## config.mk

```make
export PLATFORM = sky130hd
export DESIGN_NAME = pixel_readout
export DESIGN_NICKNAME = d
export VERILOG_FILES = /design/src/rtl/readout_pkg.sv /design/src/rtl/row_line_buffer.sv /design/src/rtl/pixel_readout.sv
export SDC_FILE = /design/constraint.sdc
export NUM_CORES = 1
export LEC_CHECK = 0
export ABC_AREA = 1
export ABC_CLOCK_PERIOD_IN_PS = 3600
export CAP_MARGIN = 20
export CORE_AREA = 4 4 103 105
export DETAILED_ROUTE_END_ITERATION = 8
export DIE_AREA = 0 0 107 109
export PLACE_DENSITY = 0.65
export SLEW_MARGIN = 20
export SYNTH_ARGS = -nofsm -noshare
export SYNTH_HDL_FRONTEND = slang
export SYNTH_HIERARCHICAL = 1
export SYNTH_SLANG_ARGS = --single-unit
```

## constraint.sdc

```tcl
create_clock -name clk -period 3.6 [get_ports clk]
set_clock_uncertainty 0.1 [all_clocks]
set_input_delay 0.72 -clock clk [delete_from_list [all_inputs] [get_ports clk]]
set_output_delay 0.72 -clock clk [all_outputs]
set_load 0.01 [all_outputs]
```

## src/rtl/readout_pkg.sv

```systemverilog
// Shared types and helpers for the pixel readout block.
// Holds the stream FSM states, width helpers and the row-select decoder.
package readout_pkg;

    typedef enum logic {
        IDLE   = 1'b0,
        STREAM = 1'b1
    } stream_state_t;

    typedef struct packed {
        logic [4:0] idx;
        logic       ok;
    } onehot_t;

    function automatic int col_w(input int w);
        return $clog2(w);
    endfunction

    function automatic int row_w(input int h);
        return $clog2(h);
    endfunction

    // Index of the single set bit; ok only when exactly one bit is set.
    function automatic onehot_t onehot_decode(input logic [31:0] v);
        onehot_t r;
        int      n;
        r = '0;
        n = 0;
        for (int i = 0; i < 32; i++) begin
            if (v[i]) begin
                r.idx = 5'(i);
                n++;
            end
        end
        r.ok = (n == 1);
        return r;
    endfunction

endpackage

```

## src/rtl/row_line_buffer.sv

```systemverilog
// One entry of the ping-pong line buffer: row data, row index, sof tag, full.
// Ports: wr_en/wr_* capture, clr/flush empty it, rd_col selects a pixel.
module row_line_buffer
    import readout_pkg::*;
#(
    parameter  int W     = 4,
    parameter  int PB    = 8,
    parameter  int ROW_W = 2,
    localparam int COL_W = col_w(W)
) (
    input  logic                  clk,
    input  logic                  reset,
    input  logic                  wr_en,
    input  logic                  clr,
    input  logic                  flush,
    input  logic [W-1:0][PB-1:0]  wr_data,
    input  logic [ROW_W-1:0]      wr_row,
    input  logic                  wr_sof,
    input  logic [COL_W-1:0]      rd_col,
    output logic [PB-1:0]         rd_data,
    output logic [ROW_W-1:0]      rd_row,
    output logic                  rd_sof,
    output logic                  full
);

    logic [W-1:0][PB-1:0] mem;
    logic [ROW_W-1:0]     row_q;
    logic                 sof_q;

    // A write wins over a clear so a row can land in the slot freed this cycle.
    always_ff @(posedge clk or negedge reset) begin
        if (!reset) begin
            mem   <= '0;
            row_q <= '0;
            sof_q <= 1'b0;
            full  <= 1'b0;
        end else if (wr_en) begin
            mem   <= wr_data;
            row_q <= wr_row;
            sof_q <= wr_sof;
            full  <= 1'b1;
        end else if (clr || flush) begin
            full  <= 1'b0;
        end
    end

    assign rd_data = mem[rd_col];
    assign rd_row  = row_q;
    assign rd_sof  = sof_q;

endmodule

```

## src/rtl/pixel_readout.sv

```systemverilog
// Captures converted sensor rows into a ping-pong buffer and streams pixels.
// Ports: frame_start/row_done/row_select/data_in in, px_* valid/ready out.
module pixel_readout
    import readout_pkg::*;
#(
    parameter  int PIXEL_ARRAY_WIDTH  = 4,
    parameter  int PIXEL_ARRAY_HEIGHT = 4,
    parameter  int PIXEL_BITS         = 8,
    localparam int W     = PIXEL_ARRAY_WIDTH,
    localparam int H     = PIXEL_ARRAY_HEIGHT,
    localparam int PB    = PIXEL_BITS,
    localparam int COL_W = col_w(W),
    localparam int ROW_W = row_w(H)
) (
    input  logic                 clk,
    input  logic                 reset,
    input  logic                 frame_start,
    input  logic                 row_done,
    input  logic [H-1:0]         row_select,
    input  logic [W-1:0][PB-1:0] data_in,
    output logic                 px_valid,
    input  logic                 px_ready,
    output logic [PB-1:0]        px_data,
    output logic [COL_W-1:0]     px_col,
    output logic [ROW_W-1:0]     px_row,
    output logic                 px_sof,
    output logic                 px_eol,
    output logic                 overflow,
    output logic                 sel_error
);

    stream_state_t    state, state_nxt;
    logic             rd_ptr, wr_ptr, sof_pending;
    logic [COL_W-1:0] col;

    logic [1:0]       full, full_nxt, wr_en, clr;
    logic [PB-1:0]    b_data [2];
    logic [ROW_W-1:0] b_row  [2];
    logic [1:0]       b_sof;

    onehot_t          oh;
    logic             hs, last, free, cap, wr_sel, rd_nxt;

    for (genvar i = 0; i < 2; i++) begin : g_buf
        row_line_buffer #(
            .W     (W),
            .PB    (PB),
            .ROW_W (ROW_W)
        ) u_buf (
            .clk     (clk),
            .reset   (reset),
            .wr_en   (wr_en[i]),
            .clr     (clr[i]),
            .flush   (frame_start),
            .wr_data (data_in),
            .wr_row  (oh.idx[ROW_W-1:0]),
            .wr_sof  (sof_pending | frame_start),
            .rd_col  (col),
            .rd_data (b_data[i]),
            .rd_row  (b_row[i]),
            .rd_sof  (b_sof[i]),
            .full    (full[i])
        );
    end

    assign hs   = px_valid & px_ready;
    assign last = hs & (col == COL_W'(W - 1));
    assign oh   = onehot_decode(32'(row_select));

    // frame_start empties both slots first, so capture always goes to slot 0.
    assign free   = frame_start | ~full[wr_ptr] | (last & (rd_ptr == wr_ptr));
    assign cap    = row_done & oh.ok & free;
    assign wr_sel = frame_start ? 1'b0 : wr_ptr;
    assign wr_en  = cap  ? (wr_sel ? 2'b10 : 2'b01) : 2'b00;
    assign clr    = last ? (rd_ptr ? 2'b10 : 2'b01) : 2'b00;
    assign rd_nxt = frame_start ? 1'b0 : (rd_ptr ^ last);

    always_comb begin
        full_nxt = wr_en | (full & ~clr & {2{~frame_start}});
    end

    always_comb begin
        state_nxt = state;
        unique case (state)
            IDLE: begin
                if (full_nxt[rd_nxt]) state_nxt = STREAM;
            end
            STREAM: begin
                if (last || frame_start)
                    state_nxt = full_nxt[rd_nxt] ? STREAM : IDLE;
            end
            default: state_nxt = IDLE;
        endcase
    end

    always_ff @(posedge clk or negedge reset) begin
        if (!reset) begin
            state       <= IDLE;
            rd_ptr      <= 1'b0;
            wr_ptr      <= 1'b0;
            col         <= '0;
            sof_pending <= 1'b0;
            overflow    <= 1'b0;
            sel_error   <= 1'b0;
        end else begin
            state  <= state_nxt;
            rd_ptr <= rd_nxt;
            if (frame_start) begin
                wr_ptr      <= cap;
                col         <= '0;
                sof_pending <= ~cap;
                overflow    <= 1'b0;
                sel_error   <= row_done & ~oh.ok;
            end else begin
                if (cap) begin
                    wr_ptr      <= ~wr_ptr;
                    sof_pending <= 1'b0;
                end
                if (row_done && !oh.ok)
                    sel_error <= 1'b1;
                if (row_done && oh.ok && !free)
                    overflow <= 1'b1;
                if (last)
                    col <= '0;
                else if (hs)
                    col <= col + COL_W'(1);
            end
        end
    end

    // Outputs are gated by valid so reset and idle both present all zeros.
    assign px_valid = (state == STREAM);
    assign px_data  = px_valid ? b_data[rd_ptr] : '0;
    assign px_row   = px_valid ? b_row[rd_ptr]  : '0;
    assign px_col   = px_valid ? col            : '0;
    assign px_sof   = px_valid & b_sof[rd_ptr] & (col == '0);
    assign px_eol   = px_valid & (col == COL_W'(W - 1));

endmodule

```

==> flow_metrics.tcl <==
set metrics [dict create \
    grt_use_total 0.1877 \
    wl_um 10240 \
    worst-setup-path-type "flip-flop to output port" \
    startpoint "col[1]$_DFFE_PN0P_" \
    io_pins 58 \
    required_ns 2.78 \
    placementRows 36 \
    die_area_um2 11660 \
    clockBufferDepth 2 \
    worst_slack_ns 0.4130 \
    yosysMostFrequentCell "nand2_1" \
    final_hold_viol_count 0 \
    reg2reg_depth 10 \
    avgRoutedWirePerCell_um 13.82 \
    holdBufCountCts 0 \
    cts_tree "yes" \
    whs_ns 0.2979 \
    critPathMaxFanout 15 \
    min_path_type "primary input to asynchronous set/reset pin" \
    synth_nets 603 \
    grt_pass1_vias 3579 \
    max_slew_margin 0.5037 \
    start_util 0.4312 \
    n_antenna_cell 0 \
    finalMaxSlewViolations 0 \
    endpoint_kind "output port" \
    die_w_um 107 \
    final_cells 741 \
    synth-xor-area-share 0 \
    tns_ns 0 \
    drt_iter0_markers 148 \
    synth_edf_count 0 \
    cts_setup_buffers 0 \
    area_growth_syn_to_layout_pct 21.37 \
    ant_nets 0 \
    async_flop_share 1.000 \
    synth_cells 555 \
    yosys.area.top_type "dfrtp_1" \
    h-tree-depth 3 \
    place_congestion 0.8345 \
    start_kind "flip-flop" \
    grt_pass1_wl_um 17060 \
    first_pass_iters 4 \
    drc_errors 0 \
    synth-main-ff-cell "dfrtp_1" \
    yosysTopAreaCellShare 0.4816 \
    p_per_area_nw_per_um2 620.7 \
    synth_simple_gate_area_frac 0.2571 \
    root_buffer "clkbuf_8" \
    synth_area_leaders "dfrtp_1 48%, nand2_1 17%, o21ai_0 9.0%, inv_1 8.0%, nand3_1 4.1%" \
    period_minus_slack_ns 3.187 \
    timing.rr.start "col[0]$_DFFE_PN0P_" \
    rsz0062_at_grt "no" \
    vias_per_cell 4.795 \
    r2r_slack_ns 1.05 \
    synth_commonest_cells "186 x nand2_1, 89 x inv_1, 80 x dfrtp_1" \
    place_inst 725 \
    synth_compound_area_frac 0.1132 \
    synth_top_family_by_area "simple AND/OR/NAND/NOR gates" \
    synth.area.mux_share 0 \
    power_w 0.003131 \
    avgSynthCellArea_um2 7.489 \
    drive_gt1_frac 0.05757 \
    seq_area_frac_synth 0.4816 \
    nNetsFinal 651 \
    tightest_slew_ns 0.7445 \
    reg2reg_to "g_buf[1].u_buf/mem[31]$_DFFE_PN0P_" \
    grt_max_degree 81 \
    numCtsBuffers 9 \
    ir_drop_uv 253.2 \
    numPortBuffers 57 \
    cts_sinks 80 \
    syn_area_um2 4156 \
    setup_violations 0 \
    dp_slack_ns 0.1018 \
    cp.arrival_ns 2.37 \
    timing.final.crit_share 0.8853 \
    post_cts_resized 0 \
    clock_latency_ns 0.35 \
    core_um2 9639 \
    vias 3553 \
    overflow 0 \
    synthAdderAreaFrac 0.02107 \
    place_hpwl_um 7097 \
    endpoint "px_data[7]" \
    status "finished clean" \
    power_leakage_nw 2.439 \
    dieHeight_um 109 \
    fmax_ghz 0.3138 \
    ys_warn_count 6 \
    path_clk_slew_ns 0.09 \
    ys_types 29 \
    antenna_found_initial 0 \
    yosys_register_bits 80 \
    max_cap_violations 0 \
]
## sequential cells by signal, indices dropped and copies added (netlist names)
name,cells
g_buf.u_buf/mem,64
g_buf.u_buf/rd_row,4
col,2
g_buf.u_buf/full,2
g_buf.u_buf/rd_sof,2
overflow,1
px_valid,1
rd_ptr,1
sel_error,1
sof_pending,1
wr_ptr,1
## metrics by stage
stage,utilization,cell area [um^2]
3_3_place_gp,0.4974,4795
6_report,0.5234,5045
5_1_grt,0.5234,5045
4_1_cts,0.5228,5040
3_5_place_dp,0.4974,4795
2_1_floorplan,-,4156
## critical path, cell delays in order, from the launching register on
cell and delay (ns):
dfrtp_1 0.58, inv_1 0.38, nand3_1 0.14, nand2_1 0.08
nor2_1 0.04, nor2_1 0.21, clkdlybuf4s50_1 0.58
## power breakdown
part	switching [W]	internal, W
registers	0.000138	0.00126
clock network	0.000337	0.000480
logic	0.000550	0.000361
## layout by cell type (no fill, tap or decap), types with 4 or more instances in the layout
cell type        synthesis  routed
nand2_1                186     186
inv_1                   89      88
dfrtp_1                 80      79
o21ai_0                 75      75
clkdlybuf4s50_1          0      56
nand3_1                 34      34
nor2_1                  30      29
clkbuf_8                 0      10
ha_1                     7       7
o21ai_1                  6       6
inv_2                    4       4
## how the worst min path moves through the flow
stage / start / cells after the start / to
floorplan: reset / 0 / col[0]$_DFFE_PN0P_
global placement: g_buf[0].u_buf/rd_row[1]$_DFFE_PN0P_ / 2 / g_buf[0].u_buf/rd_row[1]$_DFFE_PN0P_
detailed placement: g_buf[0].u_buf/rd_row[1]$_DFFE_PN0P_ / 2 / g_buf[0].u_buf/rd_row[1]$_DFFE_PN0P_
CTS: g_buf[0].u_buf/rd_row[1]$_DFFE_PN0P_ / 2 / g_buf[0].u_buf/rd_row[1]$_DFFE_PN0P_
global route: reset / 1 / g_buf[1].u_buf/mem[29]$_DFFE_PN0P_
finish: reset / 1 / g_buf[1].u_buf/mem[18]$_DFFE_PN0P_
## layer usage
layer | global-route usage | wire (um)
met1 | 0.2416 | 4619
met2 | 0.3206 | 5061
met3 | 0.03671 | 426
met4 | 0.05936 | 131
met5 | 0 | 0
## area by class of cell
cell class              count  area (um^2)
repair buffers             62        646.9
clock buffers              11        141.4
fillers                   948         4594
multi-input cells         357         1634
inverters                  93        349.1
clock inverters             5        103.9
flip-flops and latches     80         2003
well taps                 133        166.4
## logic make-up (layout without fill, tap and decap cells)
family                   Yosys count  after routing
flip-flops                        80             80
AO/OA/AOI/OAI                     90             90
adder cells (fa/ha/maj)            7              7
AND/OR/NAND/NOR                  260            260
buffers and inverters            118            171
Note: power is estimated with default switching activity, not from simulation.
